**src/rtl/sa_job_scheduler.sv**
```systemverilog
// Descriptor FIFO plus dispatch FSM for the systolic tile engine: runs one job at a time with its
// configuration held steady, and reports each job's completion status through cmp_* and irq.
module sa_job_scheduler #(
    parameter int DEPTH  = 4,
    parameter int TO_CYC = 65536
) (
    input  logic                   clk,
    input  logic                   rst_n,
    input  logic                   job_valid,
    output logic                   job_ready,
    input  logic [7:0]             job_k,
    input  logic                   job_mode,
    input  logic [7:0]             job_rows,
    input  logic [7:0]             job_cols,
    input  logic [3:0]             job_tag,
    output logic                   sa_start_all,
    output logic [7:0]             sa_k_param,
    output logic                   sa_out_mode,
    output logic [7:0]             sa_row_shape,
    output logic [7:0]             sa_col_shape,
    input  logic                   sa_done_all,
    input  logic                   abort,
    output logic                   cmp_valid,
    output logic [3:0]             cmp_tag,
    output logic [1:0]             cmp_status,
    output logic                   irq,
    input  logic                   irq_clr,
    output logic                   busy,
    output logic [$clog2(DEPTH):0] fifo_count,
    output logic [15:0]            jobs_done
);
    localparam int AW = $clog2(DEPTH);
    localparam int CW = AW + 1;
    localparam int WW = $clog2(TO_CYC);
    localparam logic [WW-1:0] WDOG_LAST = WW'(TO_CYC - 1);

    typedef enum logic [2:0] {ST_IDLE, ST_LOAD, ST_START, ST_RUN, ST_DONE, ST_HALT} state_t;
    typedef enum logic [1:0] {
        CMP_OK        = 2'b00,
        CMP_BAD_SHAPE = 2'b01,
        CMP_TIMEOUT   = 2'b10,
        CMP_ABORT     = 2'b11
    } status_t;
    typedef struct packed {
        logic [7:0] k;
        logic       mode;
        logic [7:0] rows;
        logic [7:0] cols;
        logic [3:0] tag;
    } job_t;

    state_t          state;
    job_t            mem [DEPTH];
    job_t            job_in;
    job_t            head;
    logic [AW-1:0]   wr_ptr;
    logic [AW-1:0]   rd_ptr;
    logic [WW-1:0]   wdog;
    logic [3:0]      cur_tag;
    logic            push;
    logic            pop;
    logic            load_en;
    logic            bad_shape;

    assign job_in    = '{job_k, job_mode, job_rows, job_cols, job_tag};
    assign head      = mem[rd_ptr];
    assign job_ready = (fifo_count != CW'(DEPTH));
    assign busy      = (state != ST_IDLE);
    // Abort flushes the queue, so a push landing in the same cycle is dropped.
    assign push      = job_valid && job_ready && !abort;
    assign pop       = (state == ST_LOAD) && !abort;
    assign bad_shape = (sa_row_shape == '0) || (sa_col_shape == '0) || (sa_k_param == '0);

    // The head is captured on the edge that enters LOAD and popped on the edge that leaves it,
    // so the engine sees its configuration for a full cycle before the start pulse.
    assign load_en = !abort && (fifo_count != '0) &&
                     ((state == ST_IDLE) || (state == ST_DONE && cmp_status != CMP_TIMEOUT));

    // NOTE: descriptor storage has no reset; pointers and count alone decide which entries are live.
    always_ff @(posedge clk) begin
        if (push) mem[wr_ptr] <= job_in;
    end

    always_ff @(posedge clk or negedge rst_n) begin
        if (!rst_n) begin
            wr_ptr     <= '0;
            rd_ptr     <= '0;
            fifo_count <= '0;
        end else if (abort) begin
            wr_ptr     <= '0;
            rd_ptr     <= '0;
            fifo_count <= '0;
        end else begin
            if (push) wr_ptr <= wr_ptr + AW'(1);
            if (pop)  rd_ptr <= rd_ptr + AW'(1);
            case ({push, pop})
                2'b10:   fifo_count <= fifo_count + CW'(1);
                2'b01:   fifo_count <= fifo_count - CW'(1);
                default: fifo_count <= fifo_count;
            endcase
        end
    end

    always_ff @(posedge clk or negedge rst_n) begin
        if (!rst_n) begin
            sa_k_param   <= '0;
            sa_out_mode  <= 1'b0;
            sa_row_shape <= '0;
            sa_col_shape <= '0;
            cur_tag      <= '0;
        end else if (load_en) begin
            sa_k_param   <= head.k;
            sa_out_mode  <= head.mode;
            sa_row_shape <= head.rows;
            sa_col_shape <= head.cols;
            cur_tag      <= head.tag;
        end
    end

    always_ff @(posedge clk or negedge rst_n) begin
        if (!rst_n) begin
            state        <= ST_IDLE;
            sa_start_all <= 1'b0;
            cmp_valid    <= 1'b0;
            cmp_tag      <= '0;
            cmp_status   <= CMP_OK;
            irq          <= 1'b0;
            wdog         <= '0;
            jobs_done    <= '0;
        end else begin
            sa_start_all <= 1'b0;
            cmp_valid    <= 1'b0;
            // irq follows cmp_valid by a cycle, so a clear during the completion cycle loses.
            irq          <= cmp_valid || (irq && !irq_clr);
            if (abort) begin
                state <= ST_IDLE;
                if (state == ST_START || state == ST_RUN) begin
                    cmp_valid  <= 1'b1;
                    cmp_tag    <= cur_tag;
                    cmp_status <= CMP_ABORT;
                end
            end else begin
                case (state)
                    ST_IDLE: begin
                        if (load_en) state <= ST_LOAD;
                    end
                    ST_LOAD: begin
                        if (bad_shape) begin
                            state      <= ST_DONE;
                            cmp_valid  <= 1'b1;
                            cmp_tag    <= cur_tag;
                            cmp_status <= CMP_BAD_SHAPE;
                        end else begin
                            state        <= ST_START;
                            sa_start_all <= 1'b1;
                        end
                    end
                    ST_START: begin
                        state <= ST_RUN;
                        wdog  <= '0;
                    end
                    ST_RUN: begin
                        if (sa_done_all) begin
                            state      <= ST_DONE;
                            cmp_valid  <= 1'b1;
                            cmp_tag    <= cur_tag;
                            cmp_status <= CMP_OK;
                            if (jobs_done != 16'hFFFF) jobs_done <= jobs_done + 16'd1;
                        end else if (wdog == WDOG_LAST) begin
                            state      <= ST_DONE;
                            cmp_valid  <= 1'b1;
                            cmp_tag    <= cur_tag;
                            cmp_status <= CMP_TIMEOUT;
                        end else begin
                            wdog <= wdog + WW'(1);
                        end
                    end
                    ST_DONE: begin
                        if (cmp_status == CMP_TIMEOUT) state <= ST_HALT;
                        else if (load_en)              state <= ST_LOAD;
                        else                           state <= ST_IDLE;
                    end
                    ST_HALT: state <= ST_HALT;
                    default: state <= ST_IDLE;
                endcase
            end
        end
    end
endmodule

```
**config.mk**
```make
export PLATFORM = sky130hd
export DESIGN_NAME = sa_job_scheduler
export DESIGN_NICKNAME = d
export VERILOG_FILES = /design/src/rtl/sa_job_scheduler.sv
export SDC_FILE = /design/constraint.sdc
export NUM_CORES = 1
export LEC_CHECK = 0
export BUFFER_PORTS_ARGS = -buffer_cell sky130_fd_sc_hd__buf_2
export CAP_MARGIN = 20
export CORE_MARGIN = 5
export CORE_UTILIZATION = 35
export DETAILED_ROUTE_END_ITERATION = 8
export SETUP_SLACK_MARGIN = 0.05
export SYNTH_ARGS = -nofsm -noshare
export SYNTH_HDL_FRONTEND = slang
export SYNTH_SLANG_ARGS = --single-unit
```
**constraint.sdc**
```tcl
create_clock -name clk -period 6.9 [get_ports clk]
set_clock_uncertainty 0.2 [all_clocks]
set_input_delay 1.725 -clock clk [delete_from_list [all_inputs] [get_ports clk]]
set_output_delay 1.725 -clock clk [all_outputs]
set_load 0.01 [all_outputs]
```
==> results.md <==
- First-pass GRT wire length: between 20000 and 30000 um
- Arrival time worst endpoint: 1570 ps
- Ys Warns: 0
- Post-synthesis cell count: about 480
- Gp weighted congestion: 0.770
- VDD IR max: 0.000188 V
- Area of the die: 0.0257 sq mm
- Top-level I/O count: 90
- Row count: 55
- RSZ-0062 raised after global routing: no
- Vias per cell: 5.07
- IO Port Bufs: 89
- CP Data Required Time: 4970 ps
- Gr usage total: 0.128
- Clock sinks: slightly below 200
- Setup slack, reg-to-reg: between 4000 and 5000 ps
- First-pass detailed-route iteration total: 4
- CTS tree: yes
- Period minus WS final: 3500 ps
- Synth top area share: 0.440
- Max Buffers Root-to-Sink: 2
- Crit path largest cell delay: 530 ps
- Mapped Nets: 526
- Hold Path Class: flop to flop
- CTS Buf Count: 17
- CP max stage cell: or3b_2
- Critical path class: flop to output port
- Number of synthesized flops with an enable pin: 116
- Filler cells: 2065
- Post-Route Setup TNS: 0 ps
- Max Fclk: 286 MHz
- Final core occ: 0.414
- GR Overflow Total: 0
- Initial Util: 0.353
- Post-route ant nets: 0
- Avg Inst Size Synth: 16.4 sq um
- Asr flop ratio synth: 0.408
- First DRT Iteration DRCs: 241
- P&R area growth vs syn: 17.4%
- Hold buffers post-CTS: 0
- Antenna cell count: 0
- DRC: 0
- Post-synth top flop: edfxtp_1
- Vias in the first global route: between 4000 and 5000
- Worst setup SP type: flop
- Post-CTS Setup Inserts: 0
- Relative slew margins: 0.471
- Root Driver: clkbuf_16
- Synth area leader: edfxtp_1
- Final hold violation count: 0
- PostCTS Resize Cnt: 0
- Seq/Total Area, Yosys: 0.693
- # setup viols final: 0
- Crit path max fanout: 5
- Yosys reg bits: 196
- Final Max Tran Viols: 0
- Worst-Margin Slew: 794 ps
- Status: finished clean
- Max-cap violation count: 0
- Layout cells sized above 1: 0.338
- Die W: 160 um
- Vias post-DR: 4457
- DRT Wirelength: approximately 16000 um
- Critical-path cell list: or3b_2 -> buf_2
- Clock slew at reported path FFs: around 70 ps
- CTS H-tree lvls: 4
- PwrDens: approximately 360 mW/mm^2
- DIE HEIGHT: 160 um
- Post-DR wirelength/cell: 18.2 um
- Fin crit share: 0.507
- Mapped Area: 0.00792 sq mm
- Initial antenna violation count: 4
- DP HPWL: between 10000 and 15000 um
- # nets final: between 600 and 700
- Clock latency on the worst-skew pair: 420 ps
- P_leak: 3.59 nW
- Critical Path End Type: output port
- Top cells by area, synth: edfxtp_1 44%, dfrtp_1 25%, mux4_2 8.2%
- Largest net degree at the start of global routing: 61
- Distinct cell type count after synthesis: 48
- Total core area: 0.0224 sq mm
## area by class of cell
cell class                 instances  area [sq um]  area share
sequential                       196          5490       0.590
multi-input combinational        259          2310       0.249
timing repair buffer              97           508      0.0547
clock buffer                      17           425      0.0458
tap                              285           357      0.0384
clock inverter                    15           168      0.0180
inverter                          10          37.5     0.00404
## cells in the final DEF (no fill, tap or decap), types with 9 or more instances in the layout
cell type | Yosys | layout
nand3_1 | 13 | 13
mux2_2 | 35 | 35
dfrtp_1 | 80 | 79
xnor2_1 | 18 | 18
nand2_1 | 24 | 24
nor2_1 | 20 | 20
inv_1 | 10 | 10
nand4_1 | 13 | 13
mux4_2 | 29 | 29
o21ai_0 | 25 | 25
edfxtp_1 | 116 | 116
clkbuf_16 | 0 | 17
buf_2 | 5 | 88
buf_4 | 1 | 9
nor3_1 | 9 | 9
## cell usage after synthesis (2+ instances only)
cell type	count
dfrtp_1	80
or3b_2	2
o31ai_1	3
nor2b_1	2
xor2_1	3
nor3_1	9
mux2_2	35
nor4_1	7
a31oi_1	7
mux4_2	29
edfxtp_1	116
nand3_1	13
ha_1	6
xnor2_1	18
a21oi_1	7
nand4_1	13
inv_1	10
mux2i_1	2
and2_1	6
and4_1	3
and3_1	4
nand2_1	24
clkbuf_1	9
o21ai_0	25
a21o_1	2
buf_2	5
o41ai_1	2
buf_1	3
nor2_1	20
## per-layer routing
metal  GRT usage  vias to the layer above  wire length, um  part of all wire
met5           0                        -               42            0.0026
li1            -                     2056                -                 -
met1       0.154                     2284             6650              0.42
met2       0.220                       91             8380              0.52
met4      0.0348                        8              127            0.0080
met3      0.0421                       18              770             0.048
## flip-flops by register name, indices dropped and copies added (netlist names), 2 cells and up
register	count
wr_ptr	2
state	3
mem	116
rd_ptr	2
sa_col_shape	8
cmp_status	2
cur_tag	4
wdog	16
jobs_done	16
sa_k_param	8
sa_row_shape	8
cmp_tag	4
fifo_count	3
## through the flow
| stage | hold WS [ps] | cells | worst slack, ps | power, mW | cell area, sq um |
|---|---|---|---|---|---|
| 3_3_place_gp | 239 | 847 | 3190 | 2.36 | 8700 |
| 6_report | 259 | 879 | 3400 | 3.32 | 9300 |
| 2_1_floorplan | 250 | 484 | 3390 | 2.09 | 7920 |
| 5_1_grt | 279 | 879 | 3300 | 3.50 | 9300 |
| 4_1_cts | 269 | 879 | 3370 | 3.37 | 9300 |
| 3_5_place_dp | 253 | 847 | 3170 | 2.39 | 8700 |
## final timing paths
kind,to,depth (start not counted),startpoint
worst min-delay path,irq$_DFF_PN0_,1,cmp_valid$_DFF_PN0_
worst min register to register,irq$_DFF_PN0_,1,cmp_valid$_DFF_PN0_
worst max-delay path,job_ready,2,fifo_count[0]$_DFFE_PN0P_
min in group asynchronous,irq$_DFF_PN0_,1,rst_n
worst max register to register,state[2]$_DFFE_PN0P_,6,wdog[0]$_DFFE_PN0P_
max in group asynchronous,rd_ptr[0]$_DFFE_PN0P_,2,rst_n
## critical path: cells and delay by family (launching register included)
family | cells | cell delay (ps)
buffers and inverters | 1 | 170
DFF | 1 | 450
and+or+nand+nor | 1 | 530
## logic make-up (layout without fill, tap and decap cells)
family / count (synthesis) / after routing / share of synthesized area
flops: 196 / 196 / 0.693
simple gates: 109 / 109 / 0.0733
mux: 66 / 66 / 0.135
compound gates: 56 / 56 / 0.0488
buf+inv: 29 / 139 / 0.0152
xor+xnor: 21 / 21 / 0.0232
fa+ha+maj: 7 / 7 / 0.0120
## power by group
part           leakage [nW]  total, mW  internal [mW]  switching [mW]
clock                 0.294      0.976          0.517           0.459
sequential             2.09       1.55           1.42           0.128
combinational          1.21      0.788          0.396           0.392
total                  3.59       3.32           2.34           0.978
No activity file was read; power rests on OpenSTA's default activity.
